## src/rtl/add_sub_64_pkg.sv

```systemverilog
// Shared ALU definitions: datapath width, operation encodings and the
// carry-lookahead helper equations used by the add/sub core.
package add_sub_64_pkg;

   localparam int XLEN    = 64;
   localparam int BLK_W   = 16;
   localparam int NUM_BLK = XLEN / BLK_W;

   // Operation select carried on the 1-bit mode input.
   typedef enum logic {
      ADD = 1'b0,
      SUB = 1'b1
   } op_e;

   // Carries into positions 0..3 of a 4-wide lookahead group. Position 3's
   // own generate/propagate never influences carries inside the group.
   function automatic logic [3:0] lookahead4(input logic [2:0] g,
                                             input logic [2:0] p,
                                             input logic       cin);
      logic [3:0] c;
      c[0] = cin;
      c[1] = g[0] | (p[0] & cin);
      c[2] = g[1] | (p[1] & g[0]) | (p[1] & p[0] & cin);
      c[3] = g[2] | (p[2] & g[1]) | (p[2] & p[1] & g[0]) | (p[2] & p[1] & p[0] & cin);
      return c;
   endfunction

   // Group generate of four positions. Position 0's propagate cannot matter
   // because nothing below it generates inside the group.
   function automatic logic group_gen(input logic [3:0] g,
                                      input logic [3:1] p_hi);
      return g[3] | (p_hi[3] & g[2]) | (p_hi[3] & p_hi[2] & g[1]) |
             (p_hi[3] & p_hi[2] & p_hi[1] & g[0]);
   endfunction

endpackage

```

## src/rtl/add_sub_64_cla_16.sv

```systemverilog
// 16-bit two-level carry-lookahead adder slice: four 4-bit lookahead groups
// under a second lookahead level. Exposes block generate/propagate so the
// parent can resolve carries between slices without waiting on this one.
module cla_16
   import add_sub_64_pkg::*;
(
   input  logic [BLK_W-1:0] a_i,
   input  logic [BLK_W-1:0] b_i,
   input  logic             cin_i,
   output logic [BLK_W-1:0] sum_o,
   output logic             grp_p_o,
   output logic             grp_g_o
);

   logic [BLK_W-1:0] g;
   logic [BLK_W-1:0] p;
   logic [BLK_W-1:0] c;
   logic [3:0]       gg;
   logic [3:0]       gp;
   logic [3:0]       gc;

   // Bit and group generate/propagate; kept free of cin_i so block P/G never
   // depends on the incoming carry.
   // NOTE: every variable written here gets a value on every pass; a path that
   // leaves one unassigned makes synthesis infer a latch.
   always_comb begin
      g  = a_i & b_i;
      p  = a_i ^ b_i;
      gg = '0;
      gp = '0;
      for (int k = 0; k < 4; k++) begin
         gg[k] = group_gen(g[4*k +: 4], p[4*k+1 +: 3]);
         gp[k] = &p[4*k +: 4];
      end
   end

   // Carries into each group from cin_i, then carries into each bit.
   always_comb begin
      c  = '0;
      gc = lookahead4(gg[2:0], gp[2:0], cin_i);
      for (int k = 0; k < 4; k++) begin
         c[4*k +: 4] = lookahead4(g[4*k +: 3], p[4*k +: 3], gc[k]);
      end
   end

   assign sum_o   = p ^ c;
   assign grp_g_o = group_gen(gg, gp[3:1]);
   assign grp_p_o = &gp;

endmodule

```

## src/rtl/add_sub_64.sv

```systemverilog
// 64-bit add/subtract datapath with registered result and carry/overflow
// flags. Subtraction is a + ~b + 1; one operation per cycle, 1-cycle latency.
module add_sub_64
   import add_sub_64_pkg::*;
(
   input  logic            clk,
   input  logic            rst_n,
   input  logic [XLEN-1:0] a,
   input  logic [XLEN-1:0] b,
   input  logic            mode,
   output logic [XLEN-1:0] s,
   output logic            carry_flag,
   output logic            overflow_flag
);

   logic               sub_op;
   logic [XLEN-1:0]    b_eff;
   logic [XLEN-1:0]    sum;
   logic [NUM_BLK-1:0] blk_g;
   logic [NUM_BLK-1:0] blk_p;
   logic [NUM_BLK-1:0] blk_c;
   logic               cout;
   logic               c_msb;

   logic [XLEN-1:0]    s_q,     s_d;
   logic               carry_q, carry_d;
   logic               ovf_q,   ovf_d;

   assign sub_op = (op_e'(mode) == SUB);
   assign b_eff  = b ^ {XLEN{sub_op}};

   // Third lookahead level: carries into each 16-bit slice and out of bit 63,
   // all from slice P/G and the operation carry-in.
   assign blk_c = lookahead4(blk_g[2:0], blk_p[2:0], sub_op);
   assign cout  = group_gen(blk_g, blk_p[3:1]) | ((&blk_p) & sub_op);

   for (genvar k = 0; k < NUM_BLK; k++) begin : g_blk
      cla_16 u_cla (
         .a_i     (a[k*BLK_W +: BLK_W]),
         .b_i     (b_eff[k*BLK_W +: BLK_W]),
         .cin_i   (blk_c[k]),
         .sum_o   (sum[k*BLK_W +: BLK_W]),
         .grp_p_o (blk_p[k]),
         .grp_g_o (blk_g[k])
      );
   end

   // Carry into bit 63 recovered from that bit's sum: sum = a ^ b ^ cin.
   assign c_msb = sum[XLEN-1] ^ a[XLEN-1] ^ b_eff[XLEN-1];

   // Next-state values for the output registers.
   always_comb begin
      s_d     = sum;
      carry_d = cout;
      ovf_d   = c_msb ^ cout;
   end

   // Output registers; reset clears them immediately, dropping any in-flight result.
   // NOTE: state is updated with non-blocking assignments so every register
   // samples pre-edge values regardless of statement order.
   always_ff @(posedge clk or negedge rst_n) begin
      if (!rst_n) begin
         s_q     <= '0;
         carry_q <= 1'b0;
         ovf_q   <= 1'b0;
      end else begin
         s_q     <= s_d;
         carry_q <= carry_d;
         ovf_q   <= ovf_d;
      end
   end

   assign s             = s_q;
   assign carry_flag    = carry_q;
   assign overflow_flag = ovf_q;

endmodule

```

## config.mk

```make
export PLATFORM = sky130hd
export DESIGN_NAME = add_sub_64
export DESIGN_NICKNAME = d
export VERILOG_FILES = /design/src/rtl/add_sub_64_pkg.sv /design/src/rtl/add_sub_64_cla_16.sv /design/src/rtl/add_sub_64.sv
export SDC_FILE = /design/constraint.sdc
export NUM_CORES = 1
export LEC_CHECK = 0
export ABC_AREA = 0
export CORE_MARGIN = 1.5
export CORE_UTILIZATION = 40
export CTS_BUF_LIST = sky130_fd_sc_hd__clkbuf_4 sky130_fd_sc_hd__clkbuf_8 sky130_fd_sc_hd__clkbuf_16
export DETAILED_ROUTE_END_ITERATION = 10
export GPL_TIMING_DRIVEN = 0
export PLACE_DENSITY = 0.71
export SETUP_SLACK_MARGIN = 0.02
export SYNTH_ARGS = -nofsm -noshare
export SYNTH_HDL_FRONTEND = slang
export SYNTH_HIERARCHICAL = 1
export SYNTH_SLANG_ARGS = --single-unit
```

## constraint.sdc

```tcl
create_clock -name clk -period 0.8 [get_ports clk]
set_input_delay 0.16 -clock clk [delete_from_list [all_inputs] [get_ports clk]]
set_output_delay 0.16 -clock clk [all_outputs]
set_load 0.02 [all_outputs]
```

[Word level (Yosys, flattened, before mapping)]
Cells that the tools add are included.
Operators by class
  bitwise operators: 501
  reduce and logical (&&, ||, !) cells: 21
Operator list (number)
  $and A1 B1 Y1: 295
  $or A1 B1 Y1: 190
  $xor A16 B16 Y16: 8
  $and A16 B16 Y16: 4
  $reduce_and A16 Y1: 4
  $reduce_and A4 Y1: 16
  $reduce_and A64 Y1: 1
  $xor A64 B64 Y64: 1
  $xor A1 B1 Y1: 3
Word-level totals
  register bits: 66
  input port bits: 131
  output and inout bits: 66
  logic and storage cells: 525

[Depth between registers and ports, before layout]
Gate-level depths: netlist of the first run.
  word-level depth: 22
  mapped depth: 21
  gate-level depth less buffers: 19

[Modules after synthesis]
Netlist of the first run, hierarchy kept.
By module, submodules not included
  add_sub_64: instances 1, cells each 145, area an instance 2318.5 sq um, sequential area each 1651.6 sq um
  cla_16 (g_blk[1].u_cla ...): instances 3, cells each 94, area an instance 728.2 sq um, sequential area each 0.0 sq um
  cla_16 (g_blk[0].u_cla): instances 1, cells each 110, area an instance 880.8 sq um, sequential area each 0.0 sq um

[Least setup slack after synthesis of the first run]
No wires, ideal clock.
  path type: input -> register
  start: input mode
  end: register ovf_q (netlist: overflow_flag)
  setup time: 0.080 ns
  arrival: 3.332 ns
  required time: 0.720 ns
  setup slack: -2.611 ns
  cell stages on the path: 20
  path buffers: 2
  path through: buf_6 -> buf_2 -> xor2_1 -> ha_1 -> and4_2 -> a21o_1 -> a21oi_1 -> o21ai_0 -> a21o_1 -> a21o_1 -> a21o_1 -> nand2_1 -> nor2_2 -> nor2_2 -> o21ai_2 -> mux2i_1 -> xnor2_1 -> xor2_1 -> xnor2_1 -> xnor2_1
On the way
  elaborated cells between the ends (all ways): 225
  those cells by class: bitwise (207); reduce/logical (18)
RTL lines
  start: declaration: RTL line add_sub_64.sv:10  | input logic mode,
  $xor A64 B64 Y64 (*): RTL line add_sub_64.sv:30  | assign b_eff = b ^ {XLEN{sub_op}};
  named net b_eff[4]: RTL line add_sub_64.sv:17  | logic [XLEN-1:0] b_eff;
  $and A16 B16 Y16: RTL line add_sub_64_cla_16.sv:27  | g = a_i & b_i;
  $and A1 B1 Y1: RTL line add_sub_64_pkg.sv:33  | (p_hi[3] & p_hi[2] & p_hi[1] & g[0]);
  $or A1 B1 Y1: RTL line add_sub_64_pkg.sv:32  | return g[3] | (p_hi[3] & g[2]) | (p_hi[3] & p_hi[2] & g[1]) |
  $and A1 B1 Y1: RTL line add_sub_64_pkg.sv:32
  $or A1 B1 Y1: RTL line add_sub_64_pkg.sv:32
  $or A1 B1 Y1 (*): RTL line add_sub_64_pkg.sv:32
  named net blk_g[0]: RTL line add_sub_64.sv:19  | logic [NUM_BLK-1:0] blk_g;
  [... 3 more ...]
  named net blk_c[3]: RTL line add_sub_64.sv:21  | logic [NUM_BLK-1:0] blk_c;
  [... 1 more ...]
  $or A1 B1 Y1 (*): RTL line add_sub_64_pkg.sv:24  | c[3] = g[2] | (p[2] & g[1]) | (p[2] & p[1] & g[0]) | (p[2] & p[1] & p[0] & cin);
  $and A1 B1 Y1 (*): RTL line add_sub_64_pkg.sv:24
  $or A1 B1 Y1 (*): RTL line add_sub_64_pkg.sv:24
  $xor A16 B16 Y16 (*): RTL line add_sub_64_cla_16.sv:46  | assign sum_o = p ^ c;
  named net s_d[63]: RTL line add_sub_64.sv:25  | logic [XLEN-1:0] s_q, s_d;
  $xor A1 B1 Y1 (*) (2 in a row): RTL line add_sub_64.sv:49  | assign c_msb = sum[XLEN-1] ^ a[XLEN-1] ^ b_eff[XLEN-1];
  $xor A1 B1 Y1 (*): RTL line add_sub_64.sv:55  | ovf_d = c_msb ^ cout;
  named net ovf_d: RTL line add_sub_64.sv:27  | logic ovf_q, ovf_d;
  end signal: assignment: RTL line add_sub_64.sv:69  | ovf_q <= ovf_d;
  end: declaration: RTL line add_sub_64.sv:27
The timed path passes the listed nets; every way through them passes the cells marked *.

[Worst setup path after layout of the first run]
  start: input b[19]
  end: register s_q[57] (netlist: s[57])
On the way
  word-level cells in the longest chain between the ends: 17
  elaborated cells between the ends (all ways): 27
  those cells by class: bitwise (26); reduce/logical (1)
Ends and longest elaborated chain
  start: declaration: RTL line add_sub_64.sv:9  | input logic [XLEN-1:0] b,
  $xor A64 B64 Y64 (*): RTL line add_sub_64.sv:30
  named net b_eff[19]: RTL line add_sub_64.sv:17
  $xor A16 B16 Y16: RTL line add_sub_64_cla_16.sv:28  | p = a_i ^ b_i;
  $and A1 B1 Y1, on equally long branches: RTL line add_sub_64_pkg.sv:32, add_sub_64_pkg.sv:33
  $or A1 B1 Y1, or another cell as far along: RTL line add_sub_64_pkg.sv:32
  $or A1 B1 Y1 or $and A1 B1 Y1 (tied branches): RTL line add_sub_64_pkg.sv:32, add_sub_64_pkg.sv:33
  $or A1 B1 Y1 (*): RTL line add_sub_64_pkg.sv:32
  $and A1 B1 Y1 (*): RTL line add_sub_64_pkg.sv:33
  [... 1 more ...]
  named net blk_g[1]: RTL line add_sub_64.sv:19
  [... 1 more ...]
  $or A1 B1 Y1 (*) (3 in a row): RTL line add_sub_64_pkg.sv:24
  named net blk_c[3]: RTL line add_sub_64.sv:21
  $and A1 B1 Y1 (*): RTL line add_sub_64_pkg.sv:23  | c[2] = g[1] | (p[1] & g[0]) | (p[1] & p[0] & cin);
  $or A1 B1 Y1 (*): RTL line add_sub_64_pkg.sv:23
  $and A1 B1 Y1 (*): RTL line add_sub_64_pkg.sv:22  | c[1] = g[0] | (p[0] & cin);
  $or A1 B1 Y1 (*): RTL line add_sub_64_pkg.sv:22
  $xor A16 B16 Y16 (*): RTL line add_sub_64_cla_16.sv:46
  named net s_d[57]: RTL line add_sub_64.sv:25
  end signal: assignment: RTL line add_sub_64.sv:63  | s_q <= '0;
  end signal: assignment: RTL line add_sub_64.sv:67  | s_q <= s_d;
  end: declaration: RTL line add_sub_64.sv:25
Marked as above.

==> impl_metrics.yaml, run 1 <==
min_path:
  hold_class: "primary input to asynchronous set/reset pin"
layout:
  layout_commonest_cell: "clkdlybuf4s50_1"
  fill_cells: 957
  drive_above_1_share: 0.373
  antennaDiodeCount: 0
  postLayoutCellArea_mm2: 0.00934
  layout-area-overhead-vs-synth_pct: 73.4
  finalNetCount: 1029
  final_cell_mix: "116 x clkdlybuf4s50_1, 87 x buf_6, 71 x xor2_1"
timing:
  drv_slew: 0
  fin_crit_sh: 4.25
  grt_setup_unrepaired: "true"
  max_slew_margin: 0.407
  setup_violations: 132
  fmax_mhz: 294
  hold-worst-slack_ns: -0.0507
  setup_tns_ns: -131.37
  worst-slew-pin-transition_ns: 0.889
  finalHoldViolations: 66
  setup_ws_ns: -2.60
  period_needed_ns: 3.40
worst_setup_path:
  crit_arrival_ns: 3.61
  required_ns: 1.01
  worst_path_largest_cell_delay_ns: 0.49
  worstPathMaxFanout: 3
  path_class: "primary input to flop"
  cp_slowest_cell: "clkdlybuf4s50_1"
  cp_cell_sequence: "clkdlybuf4s50_1 -> xor2_1 -> ha_1 -> a21oi_2 -> o21ai_4 -> a21o_2 -> a21oi_2 -> o221ai_1 -> a21o_1 -> a21o_1 -> nand2_2 -> nor2_4 -> buf_4 -> buf_6 -> buf_6 -> o21ai_4 -> nand2b_4 -> fa_2 -> xor2_1"
  startpoint_type: "primary input"
  end_kind: "flop"
global_route:
  grt.met2_usage: 0.370
  grt_pass1_wl_um: 23600
  grt_overflow: 0
  grt_usage: 0.208
  grt_busiest_layer: "met2"
  grtUsageMet1: 0.246
  use_met3: 0.0493
  grt_pass1_vias: 5099
  grt_max_degree: 67
  antenna_found_initial: 0
clock_network:
  cts_tree: "done"
  clk_pin_slew_ns: 0.06
  cts_max_level: 3
  cts_buffers: 9
  cts.sinks: 66
  clockBufferDepth: 2
  cts-root-buf: "clkbuf_16"
die:
  initial_core_util: 0.408
  dieArea_mm2: 0.0142
  core_area_mm2: 0.0132
  die_height_um: 119
  die_w_um: 119
  rows: 42
  num_io_pins: 197
job:
  max-cap-violations: 0
detailed_routing:
  routed_wl_um: 15200
  wl_per_cell_um: 15.3
  route.detailed.drc: 0
  via_per_inst: 4.84
  drt_pass1_iterations: 4
  vias: 4825
  drt_iter0_markers: 171
  antenna_left: 0
synthesis:
  ys.flop_type: "dfrtp_1"
  syn-mean-instance-area_um2: 10.0
  syn-num-nets: 748
  synth-seq-cells: 66
  yosysUniqueCellTypes: 51
  netlist_instances: 537
  ys_warn_count: 6
  syn-cell-area_mm2: 0.00538
  synth_edf_count: 0
  async_flop_share: 1.00
  ys_seq_area_frac: 0.307
outcome:
  violations: "negative hold slack, negative setup slack"
  run_status: "finished, violations left"
place:
  place_hpwl_um: 10500
  pre_cts_ws_ns: -3.65
  io_buffers: 196
  routabilityCongestion: 0.842
  placedInstanceArea_mm2: 0.00771
power_and_ir_drop:
  max-vdd-ir-drop_mv: 1.30
  p_leak_nw: 4.22
  power_density_mw_per_mm2: 2130
[area by class of cell]
cell class | instances | area, um^2 | share of cell area
Tap cell | 176 | 220 | 0.0236
Buffer | 8 | 106 | 0.0114
Timing Repair Buffer | 270 | 2710 | 0.291
Sequential cell | 66 | 1650 | 0.177
Multi-Input combinational cell | 418 | 4200 | 0.449
Clock inverter | 2 | 12.5 | 0.00134
Inverter | 45 | 169 | 0.0181
Clock buffer | 12 | 267 | 0.0285
[cell families (layout without fill, tap and decap cells)]
family                     after synthesis  after routing  synth area share
adders and majority gates               80             80             0.208
xor gates and xnor gates               111            111             0.181
muxes                                    4              4           0.00767
AOI/OAI and AO/OA                      125            125             0.158
and+or+nand+nor                         98             98            0.0978
buffers and inverters                   53            337            0.0411
DFF                                     66             66             0.307
[flip-flops by register name, summed over array words and instances (netlist names)]
signal	count
carry_flag	1
s	64
overflow_flag	1
[power by group]
part | total, mW | internal, mW | switching [mW]
Clock | 3.84 | 2.31 | 1.53
Sequential | 4.99 | 4.46 | 0.533
Combinational | 11.0 | 5.72 | 5.31
[how the worst max path moves through the flow]
stage,start,to,slack [ns],cells past startpoint
floorplan,mode,overflow_flag$_DFF_PN0_,-2.41,20
global placement,mode,overflow_flag$_DFF_PN0_,-3.55,20
detailed placement,mode,overflow_flag$_DFF_PN0_,-3.65,20
CTS,mode,overflow_flag$_DFF_PN0_,-2.46,22
global route,b[19],overflow_flag$_DFF_PN0_,-2.74,19
finish,b[19],s[57]$_DFF_PN0_,-2.60,19
[synth_stat cells, types with 4 or more instances]
master | number | area share
a31oi_1 | 7 | 0.0081
nor2b_1 | 4 | 0.0046
nor2_1 | 19 | 0.013
nand4_1 | 4 | 0.0046
ha_1 | 64 | 0.15
inv_1 | 45 | 0.031
nand2b_1 | 10 | 0.012
nor2_2 | 6 | 0.0070
nand2_1 | 23 | 0.016
o21ai_0 | 10 | 0.0093
fa_1 | 16 | 0.059
a21o_2 | 5 | 0.0081
buf_2 | 6 | 0.0056
xor2_1 | 78 | 0.13
a21oi_2 | 9 | 0.015
nand3_1 | 4 | 0.0037
xnor2_1 | 33 | 0.054
dfrtp_1 | 66 | 0.31
o21ai_1 | 9 | 0.0084
o21ai_2 | 7 | 0.011
a21oi_1 | 43 | 0.040
a21o_1 | 17 | 0.024
nor4_1 | 5 | 0.0058
nor3_1 | 6 | 0.0056
[critical path: cells and delay by family]
| family | cells | cell delay (ns) |
|---|---|---|
| adders and majority gates | 2 | 0.68 |
| and+or+nand+nor | 3 | 0.26 |
| xor gates and xnor gates | 2 | 0.32 |
| AOI/OAI and AO/OA | 8 | 1.33 |
| buffers and inverters | 4 | 0.84 |
[through the flow]
step / instances / power (mW) / utilization / hold slack, ns
3_5_place_dp: 909 / 13.7 / 0.584 / 0.349
2_1_floorplan: 537 / 9.90 / - / -0.136
4_1_cts: 979 / 19.1 / 0.673 / -0.0104
6_report: 997 / 19.9 / 0.708 / -0.0507
3_3_place_gp: 909 / 13.6 / 0.584 / 0.908
5_1_grt: 997 / 20.9 / 0.708 / 0.0381
[routing by layer]
layer,part of all wire,vias up
met5,0,-
met4,0.025,0
met3,0.054,28
met2,0.51,137
met1,0.41,2258
li1,-,2402
[repair_timing]
item | in CTS | in global routing
setup endpoints to repair | 132 | 132
gates resized for setup | 489 | 64
gates cloned | 2 | 0
buffers inserted | 55 | 19
hold endpoints to repair | 22 | 0
pin swaps | 77 | 55
(Power assumes the default switching activity.)
==> run 2, diff against run 1 <==
--- a/config.mk
+++ b/config.mk
@@ -10,6 +10,7 @@
 export CORE_UTILIZATION = 40
 export CTS_BUF_LIST = sky130_fd_sc_hd__clkbuf_4 sky130_fd_sc_hd__clkbuf_8 sky130_fd_sc_hd__clkbuf_16
 export DETAILED_ROUTE_END_ITERATION = 10
+export GPL_ROUTABILITY_DRIVEN = 0
 export GPL_TIMING_DRIVEN = 0
 export PLACE_DENSITY = 0.71
 export SETUP_SLACK_MARGIN = 0.02
==> results of run 2 <==
No change in the layout: final DEF, timing and power equal those of run 1.
